### src/rtl/spi_pkg.sv
// Shared types and constants for the SPI frame slave: FSM states, SPI mode and default frame sizes.
package spi_pkg;

  typedef enum logic [1:0] {
    IDLE         = 2'd0,
    ACTIVE       = 2'd1,
    WAIT_CS_HIGH = 2'd2
  } spi_state_e;

  // {CPOL, CPHA}
  localparam logic [1:0] SPI_MODE0 = 2'b00;

  localparam int DEFAULT_RX_BITS = 768;
  localparam int DEFAULT_TX_BITS = 256;

endpackage

### src/rtl/spi_sync.sv
// Multi-flop synchroniser for one asynchronous input, with rise/fall pulses on the synchronised level.
module spi_sync #(
  parameter int   STAGES  = 2,
  parameter logic RST_VAL = 1'b0
) (
  input  logic clk,
  input  logic rst,
  input  logic din,
  output logic dout,
  output logic rise,
  output logic fall
);

  logic [STAGES-1:0] sync_q, sync_d;
  logic              last_q, last_d;

  always_comb begin
    sync_d = {sync_q[STAGES-2:0], din};
    last_d = sync_q[STAGES-1];
  end

  always_ff @(posedge clk) begin
    if (rst) begin
      sync_q <= {STAGES{RST_VAL}};
      last_q <= RST_VAL;
    end else begin
      sync_q <= sync_d;
      last_q <= last_d;
    end
  end

  assign dout = sync_q[STAGES-1];
  assign rise = dout & ~last_q;
  assign fall = ~dout & last_q;

endmodule

### src/rtl/spi_frame_slave.sv
// Mode-0 SPI slave: receives fixed-length MOSI frames, returns a one-shot TX payload on MISO.
// Define SPI_FRAME_ERR_CNT_EN to build the saturating frame error counter (err_cnt reads 0 otherwise).
module spi_frame_slave
  import spi_pkg::*;
#(
  parameter int RX_BITS     = DEFAULT_RX_BITS,
  parameter int TX_BITS     = DEFAULT_TX_BITS,
  parameter int SYNC_STAGES = 2
) (
  input  logic               clk,
  input  logic               rst,
  input  logic               sclk,
  input  logic               cs_n,
  input  logic               mosi,
  output logic               miso,
  output logic               miso_oe,
  input  logic [TX_BITS-1:0] tx_data,
  input  logic               tx_valid,
  output logic               tx_ready,
  output logic [RX_BITS-1:0] rx_data,
  output logic               rx_valid,
  output logic               frame_err,
  output logic [15:0]        err_cnt
);

  localparam int                CNT_W      = $clog2(RX_BITS + 2);
  localparam logic [CNT_W-1:0]  CNT_FULL   = CNT_W'(RX_BITS);
  localparam logic [CNT_W-1:0]  CNT_MAX    = CNT_W'(RX_BITS + 1);
  localparam logic [1:0]        SETTLE_MAX = 2'(SYNC_STAGES);
  localparam logic              SAMPLE_ON_FALL = SPI_MODE0[1] ^ SPI_MODE0[0];
  // Bit order of the synchroniser vector: 0 = sclk, 1 = cs_n, 2 = mosi.
  localparam logic [2:0]        SYNC_RST   = 3'b010;

  logic [2:0] raw_in, sync_lvl, sync_rise, sync_fall;
  logic       unused_sync;

  assign raw_in = {mosi, cs_n, sclk};

  genvar gi;
  for (gi = 0; gi < 3; gi++) begin : g_sync
    spi_sync #(
      .STAGES  (SYNC_STAGES),
      .RST_VAL (SYNC_RST[gi])
    ) u_sync (
      .clk  (clk),
      .rst  (rst),
      .din  (raw_in[gi]),
      .dout (sync_lvl[gi]),
      .rise (sync_rise[gi]),
      .fall (sync_fall[gi])
    );
  end

  assign unused_sync = &{1'b0, sync_lvl[0], sync_rise[2], sync_fall[2]};

  logic sample_edge, shift_edge, cs_lvl, cs_rise, cs_fall, mosi_s;
  assign sample_edge = SAMPLE_ON_FALL ? sync_fall[0] : sync_rise[0];
  assign shift_edge  = SAMPLE_ON_FALL ? sync_rise[0] : sync_fall[0];
  assign cs_lvl      = sync_lvl[1];
  assign cs_rise     = sync_rise[1];
  assign cs_fall     = sync_fall[1];
  assign mosi_s      = sync_lvl[2];

  spi_state_e         state_q, state_d;
  logic [1:0]         settle_q, settle_d;
  logic [CNT_W-1:0]   bit_cnt_q, bit_cnt_d;
  logic [RX_BITS-1:0] rx_shift_q, rx_shift_d;
  logic [RX_BITS-1:0] rx_data_q, rx_data_d;
  logic [TX_BITS-1:0] tx_shift_q, tx_shift_d;
  logic [TX_BITS-1:0] hold_q, hold_d;
  logic               hold_full_q, hold_full_d;
  logic               rx_valid_q, rx_valid_d;
  logic               frame_err_q, frame_err_d;
  logic               miso_q, miso_d;
  logic               miso_oe_q, miso_oe_d;

  always_comb begin
    state_d     = state_q;
    settle_d    = (settle_q == SETTLE_MAX) ? settle_q : settle_q + 2'd1;
    bit_cnt_d   = bit_cnt_q;
    rx_shift_d  = rx_shift_q;
    rx_data_d   = rx_data_q;
    tx_shift_d  = tx_shift_q;
    hold_d      = hold_q;
    hold_full_d = hold_full_q;
    rx_valid_d  = 1'b0;
    frame_err_d = 1'b0;

    unique case (state_q)
      // The synchroniser restarts from cs_n=1 after reset, so its level is only trusted once refilled.
      WAIT_CS_HIGH: begin
        if (settle_q == SETTLE_MAX && cs_lvl) state_d = IDLE;
      end
      IDLE: begin
        if (cs_fall) begin
          state_d     = ACTIVE;
          tx_shift_d  = hold_full_q ? hold_q : '0;
          hold_full_d = 1'b0;
          bit_cnt_d   = '0;
        end
      end
      ACTIVE: begin
        if (cs_rise) begin
          state_d = IDLE;
          if (bit_cnt_q == CNT_FULL) begin
            rx_data_d  = rx_shift_q;
            rx_valid_d = 1'b1;
          end else begin
            frame_err_d = 1'b1;
          end
        end else begin
          if (sample_edge) begin
            rx_shift_d = {rx_shift_q[RX_BITS-2:0], mosi_s};
            bit_cnt_d  = (bit_cnt_q == CNT_MAX) ? bit_cnt_q : bit_cnt_q + CNT_W'(1);
          end
          if (shift_edge) tx_shift_d = {tx_shift_q[TX_BITS-2:0], 1'b0};
        end
      end
      default: state_d = WAIT_CS_HIGH;
    endcase

    // Capture is only possible while empty, so a same-cycle frame load has already taken zeros.
    if (tx_valid && !hold_full_q) begin
      hold_d      = tx_data;
      hold_full_d = 1'b1;
    end

    miso_oe_d = (state_d == ACTIVE);
    miso_d    = miso_oe_d & tx_shift_d[TX_BITS-1];
  end

  always_ff @(posedge clk) begin
    if (rst) begin
      state_q     <= WAIT_CS_HIGH;
      settle_q    <= '0;
      bit_cnt_q   <= '0;
      rx_shift_q  <= '0;
      rx_data_q   <= '0;
      tx_shift_q  <= '0;
      hold_q      <= '0;
      hold_full_q <= 1'b0;
      rx_valid_q  <= 1'b0;
      frame_err_q <= 1'b0;
      miso_q      <= 1'b0;
      miso_oe_q   <= 1'b0;
    end else begin
      state_q     <= state_d;
      settle_q    <= settle_d;
      bit_cnt_q   <= bit_cnt_d;
      rx_shift_q  <= rx_shift_d;
      rx_data_q   <= rx_data_d;
      tx_shift_q  <= tx_shift_d;
      hold_q      <= hold_d;
      hold_full_q <= hold_full_d;
      rx_valid_q  <= rx_valid_d;
      frame_err_q <= frame_err_d;
      miso_q      <= miso_d;
      miso_oe_q   <= miso_oe_d;
    end
  end

`ifdef SPI_FRAME_ERR_CNT_EN
  logic [15:0] err_cnt_q, err_cnt_d;

  always_comb begin
    err_cnt_d = err_cnt_q;
    if (frame_err_d && err_cnt_q != 16'hFFFF) err_cnt_d = err_cnt_q + 16'd1;
  end

  always_ff @(posedge clk) begin
    if (rst) err_cnt_q <= '0;
    else     err_cnt_q <= err_cnt_d;
  end

  assign err_cnt = err_cnt_q;
`else
  assign err_cnt = '0;
`endif

  assign tx_ready  = ~hold_full_q;
  assign rx_data   = rx_data_q;
  assign rx_valid  = rx_valid_q;
  assign frame_err = frame_err_q;
  assign miso      = miso_q;
  assign miso_oe   = miso_oe_q;

endmodule

### config.mk
export PLATFORM = sky130hd
export DESIGN_NAME = spi_frame_slave
export DESIGN_NICKNAME = d
export VERILOG_FILES = /design/src/rtl/spi_pkg.sv /design/src/rtl/spi_sync.sv /design/src/rtl/spi_frame_slave.sv
export SDC_FILE = /design/constraint.sdc
export NUM_CORES = 2
export LEC_CHECK = 0
export BUFFER_PORTS_ARGS = -buffer_cell sky130_fd_sc_hd__buf_2
export CAP_MARGIN = 0
export CORE_AREA = 3 3 414 416
export DETAILED_ROUTE_END_ITERATION = 7
export DIE_AREA = 0 0 417 419
export SLEW_MARGIN = 20
export SYNTH_ARGS = -nofsm -noshare
export SYNTH_HDL_FRONTEND = slang
export SYNTH_HIERARCHICAL = 1
export SYNTH_SLANG_ARGS = --single-unit
### constraint.sdc
create_clock -name clk -period 2 [get_ports clk]
set_input_delay 0.1 -clock clk [delete_from_list [all_inputs] [get_ports clk]]
set_output_delay 0.1 -clock clk [all_outputs]
set_load 0.03 [all_outputs]
* Word level (Yosys, flattened, before mapping)
Index checks and enable logic that the tools add are counted.
** Cells by class
- Equal/unequal tests :: 11
- Multiplexer cells :: 19
- Reduce and logical (&&, ||, !) cells :: 13
- $add $sub $neg :: 2
- Bitwise gates (word level) :: 12
** Operators by type and width (number)
- $mux W256 :: 4
- $pmux W256 S2 :: 1
- $mux W10 :: 4
- $eq A10 B10 Y1 const B :: 2
- $pmux W10 S2 :: 1
- $add A10 B1 Y10 const B :: 1
- $not A1 Y1 :: 7
- $mux W2 :: 3
- $ne A2 B2 Y1 const B :: 3
- $pmux W2 S3 :: 1
- $reduce_and A3 Y1 :: 2
- $reduce_bool A2 Y1 :: 3
- $and A1 B1 Y1 :: 5
- $mux W1 :: 5
- $reduce_and A5 Y1 :: 1
- $eq A2 B1 Y1 const B :: 2
- $eq A2 B2 Y1 const B :: 2
- $ne A2 B1 Y1 const B :: 2
- $reduce_and A4 Y1 :: 1
- $reduce_or A3 Y1 :: 1
- $add A2 B1 Y2 const B :: 1
- $logic_and A1 B1 Y1 :: 2
- $logic_not A2 Y1 :: 1
- $reduce_and A2 Y1 :: 1
- $logic_not A1 Y1 :: 1
** Word-level totals
- Input bits :: 262
- Register bits after elaboration :: 2075

* Logic depth before layout (Yosys ltp)
- Word-level depth :: 6
- Mapped depth :: 9
- Gate-level depth less buffers :: 5

* Cells and area by module
Netlist, hierarchy kept.
** By module, submodules not included
- spi_frame_slave :: area each 71280.9 um2, sequential area each 41379.7 um2, cells an instance 8782, instances 1
- spi_sync at g_sync[0].u_sync ... :: area each 91.3 um2, sequential area each 60.1 um2, cells an instance 8, instances 2
- spi_sync at g_sync[1].u_sync :: area each 92.6 um2, sequential area each 60.1 um2, cells an instance 8, instances 1

* Least setup slack after synthesis
OpenSTA, ideal clock, no wires.
- Kind :: flip-flop to flip-flop
- From :: register g_sync[1].u_sync.sync_q[1]
- To :: register rx_shift_q[100]
- Path slack :: 0.138 ns
- Required time :: 1.930 ns
- Stages on the path, launching flop included :: 9
- Arrival time :: 1.792 ns
- Setup time :: 0.070 ns
- Cells stage by stage :: dfxtp_1 -> nor2b_1 -> nand4bb_1 -> clkbuf_1 -> buf_2 -> clkbuf_1 -> clkbuf_1 -> nand2_1 -> a21oi_1
** Between the ends
- Cells in the longest elaborated chain, start to end :: 3
** Ends and longest elaborated chain
- start, declared :: RTL line spi_sync.sv:14 : logic [STAGES-1:0] sync_q, sync_d;
- start signal, assigned :: RTL line spi_sync.sv:24 : sync_q <= {STAGES{RST_VAL}};
- start signal, assigned :: RTL line spi_sync.sv:27 : sync_q <= sync_d;
- $and A1 B1 Y1 :: RTL line spi_sync.sv:33 : assign rise = dout & ~last_q;
- net cs_rise :: RTL line spi_frame_slave.sv:56 : logic sample_edge, shift_edge, cs_lvl, cs_rise, cs_fall, mosi_s;
- $not A1 Y1 (no source line)
- $reduce_and A3 Y1 (no source line)
- end signal, assigned :: RTL line spi_frame_slave.sv:150 : rx_shift_q <= rx_shift_d;
- end, declared :: RTL line spi_frame_slave.sv:67 : logic [RX_BITS-1:0] rx_shift_q, rx_shift_d;
The timed path passes the listed nets, and every way through them passes these cells.
A chain may end at the register's enable or synchronous reset.

* Worst setup path in the final report
- From :: register bit_cnt_q[4]
- To :: register rx_data_q[188] (netlist: rx_data[188])
** Between the ends
- Cells in the longest elaborated chain, start to end :: 2
** Ends and longest elaborated chain
- start, declared :: RTL line spi_frame_slave.sv:66 : logic [CNT_W-1:0] bit_cnt_q, bit_cnt_d;
- start signal, assigned :: RTL line spi_frame_slave.sv:149 : bit_cnt_q <= bit_cnt_d;
- $eq A10 B10 Y1 :: RTL line spi_frame_slave.sv:105 : if (bit_cnt_q == CNT_FULL) begin
- $reduce_and A3 Y1 (no source line)
- end signal, assigned :: RTL line spi_frame_slave.sv:151 : rx_data_q <= rx_data_d;
- end, declared :: RTL line spi_frame_slave.sv:68 : logic [RX_BITS-1:0] rx_data_q, rx_data_d;
Every way passes these cells.

==> results.sh <==
export IMPL_grt_pass1_vias=61700
export IMPL_max_freq_mhz=504
export IMPL_crit_buf_inv=3
export IMPL_gp_congestion=0.848
export IMPL_grt_max_degree=135
export IMPL_antenna_found_initial=8
export IMPL_holdPathEnd="hold_q[95]$_SDFFE_PP0P_"
export IMPL_syn_area_sq_um=71500
export IMPL_via_per_inst=5.32
export IMPL_cap_violations=0
export IMPL_r2r_start="bit_cnt_q[4]$_SDFFE_PP0P_"
export IMPL_clk_path_buf_depth=3
export IMPL_wl_per_cell_microns=19.2
export IMPL_worstSetupPathType="reg -> reg"
export IMPL_clock_skew_ns=0.0289
export IMPL_clkTransAtPathRegs_ns=0.06
export IMPL_final_setup_tns_ns=0
export IMPL_period_share_pct=99.2
export IMPL_p_leak_nw=35.0
export IMPL_dr_total_vias=66800
export IMPL_fp_dieH_microns=419
export IMPL_clkLatencyLatePin_ns=0.84
export IMPL_relSlewSlack_pct=57.8
export IMPL_slowest_delay_ns=0.33
export IMPL_finalHoldViolations=0
export IMPL_violations="design-rule violations"
export IMPL_drc=41
export IMPL_final_layout_size_suffix_gt1_share_pct=16.5
export IMPL_tightest_slew_ns=0.633
export IMPL_slew_violations=0
export IMPL_area_growth_pct=30.4
export IMPL_io_buffers=1034
export IMPL_row_count=150
export IMPL_grt_pass1_wl_microns=350000
export IMPL_status="complete, but fails checks"
export IMPL_power_density_nw_per_um2=897
export IMPL_cts_buffers=205
export IMPL_layout_setup_ws_ns=0.0159
export IMPL_dr_pass1_iters=8
export IMPL_cpMaxStageDelayCell="dfxtp_2"
export IMPL_r2r_slack_ns=0.02
export IMPL_clock_sinks=2075
export IMPL_end_kind="flip-flop"
export IMPL_pre_cts_ws_ns=-0.00181
export IMPL_hpwl_microns=147000
export IMPL_period_minus_slack_ns=1.98
export IMPL_grt_ovfl_total=0
export IMPL_core_area_sq_um=168000
export IMPL_ys_warn_count=6
export IMPL_power_total_mw=83.6
export IMPL_grtUsageTotal_pct=24.9
export IMPL_ant_nets=0
export IMPL_layout_nets=10400
export IMPL_routed_wl_microns=241000
export IMPL_min_from="tx_data[95]"
export IMPL_dieArea_sq_um=175000
export IMPL_initial_utilization_pct=42.7
export IMPL_h_tree_depth=4
export IMPL_setup_viol=0
export IMPL_worst_hold_slack_ns=0.0851
export IMPL_regToRegEndpoint="rx_data[188]$_SDFFE_PP0P_"
export IMPL_ir_drop_mv=0.894
export IMPL_critical_path_top_delay_family="buffers and inverters"
export IMPL_synthCells=8802
export IMPL_die_w_microns=417
export IMPL_arrival_ns=2.68
export IMPL_fin_area_sq_um=93200
export IMPL_root_buffer="clkbuf_16"
export IMPL_rsz0062_at_grt="yes"
export IMPL_path_cells="nor4b_4 -> buf_4 -> nand4_1 -> clkbuf_16 -> buf_16 -> nand2_1 -> a21oi_1"
export IMPL_cts_tree="yes"
export IMPL_cp_max_fo=54
export IMPL_hold_class="in -> reg"
export IMPL_cp_required_ns=2.70
export IMPL_drt_initial_drc_count=7275
export IMPL_pin_count=1051
export IMPL_avgSynthCellArea_sq_um=8.13
export IMPL_startpoint_type="flip-flop"
export IMPL_holdPathStages=4
export IMPL_dpl_cell_area_sq_um=79900
export IMPL_r2r_cells=7
registers in the layout (all words and copies together), names as in the netlist:
register,flops
hold_full_q,1
settle_q,2
miso_oe,1
g_sync.u_sync/sync_q,6
rx_data,768
miso,1
rx_valid,1
rx_shift_q,768
frame_err,1
hold_q,256
bit_cnt_q,10
tx_shift_q,256
g_sync.u_sync/last_q,2
state_q,2
placed cells by master (no fill, tap or decap), types with 45 or more instances in the layout:
master,count
clkbuf_16,239
dlygate4sd3_1,519
clkbuf_8,45
dfxtp_1,2071
nand2_1,3584
buf_4,135
buf_2,1033
a21oi_1,1799
a222oi_1,254
buf_12,124
nor2_1,265
clkbuf_1,57
repair_timing:
action,CTS,global route
gates resized for setup,1,58
endpoints found under the hold margin,1069,0
pin swaps,1,5
setup buffers,0,23
hold buffers,519,0
gates cloned,0,43
endpoints found under the setup margin,1,848
per-layer routing:
metal | track usage [%] | share of wire, %
met5 | 0 | 0
met2 | 41.2 | 48
met4 | 16.3 | 6.7
met1 | 30.2 | 40
met3 | 3.91 | 5.8
worst reg2reg max path, stage by stage (launching register included):
cell       delay (ns)
dfxtp_2          0.33
nor4b_4          0.32
buf_4            0.17
nand4_1          0.21
clkbuf_16        0.31
buf_16           0.25
nand2_1          0.18
a21oi_1          0.07
power breakdown:
group          internal [mW]  total (mW)  switching (mW)
Combinational           1.43        3.29            1.86
Sequential              41.7        41.9           0.192
Clock                   22.1        38.5            16.4
stage by stage:
step	instances	utilization, %
4_1_cts	12500	54.8
3_3_place_gp	11600	47.7
3_5_place_dp	11600	47.7
2_1_floorplan	8817	-
6_report	12500	55.6
5_1_grt	12500	55.6
how the worst max path moves through the flow:
stage,start,endpoint,slack (ns),cells past startpoint
2_1_floorplan,g_sync[1].u_sync/sync_q[1]$_SDFF_PP1_,rx_shift_q[100]$_SDFFE_PP0P_,0.14,8
3_3_place_gp,bit_cnt_q[3]$_SDFFE_PP0P_,rx_data[143]$_SDFFE_PP0P_,0.05,7
5_1_grt,hold_full_q$_SDFFE_PP0P_,hold_q[5]$_SDFFE_PP0P_,-0.10,6
4_1_cts,g_sync[1].u_sync/sync_q[1]$_SDFF_PP1_,rx_data[188]$_SDFFE_PP0P_,0.005,7
3_5_place_dp,bit_cnt_q[3]$_SDFFE_PP0P_,rx_data[364]$_SDFFE_PP0P_,-0.002,7
6_report,bit_cnt_q[4]$_SDFFE_PP0P_,rx_data[188]$_SDFFE_PP0P_,0.02,7
layout make-up:
type | instances | area (sq um)
fill | 15100 | 74300
sequential | 2075 | 41500
multi-input combinational | 6003 | 26800
timing repair buffer | 1877 | 15400
clock buffer | 311 | 6060
tap | 2204 | 2760
clock inverter | 65 | 686
inverter | 6 | 22.5
antenna | 6 | 15.0
No activity file was read; power rests on OpenSTA's default activity.
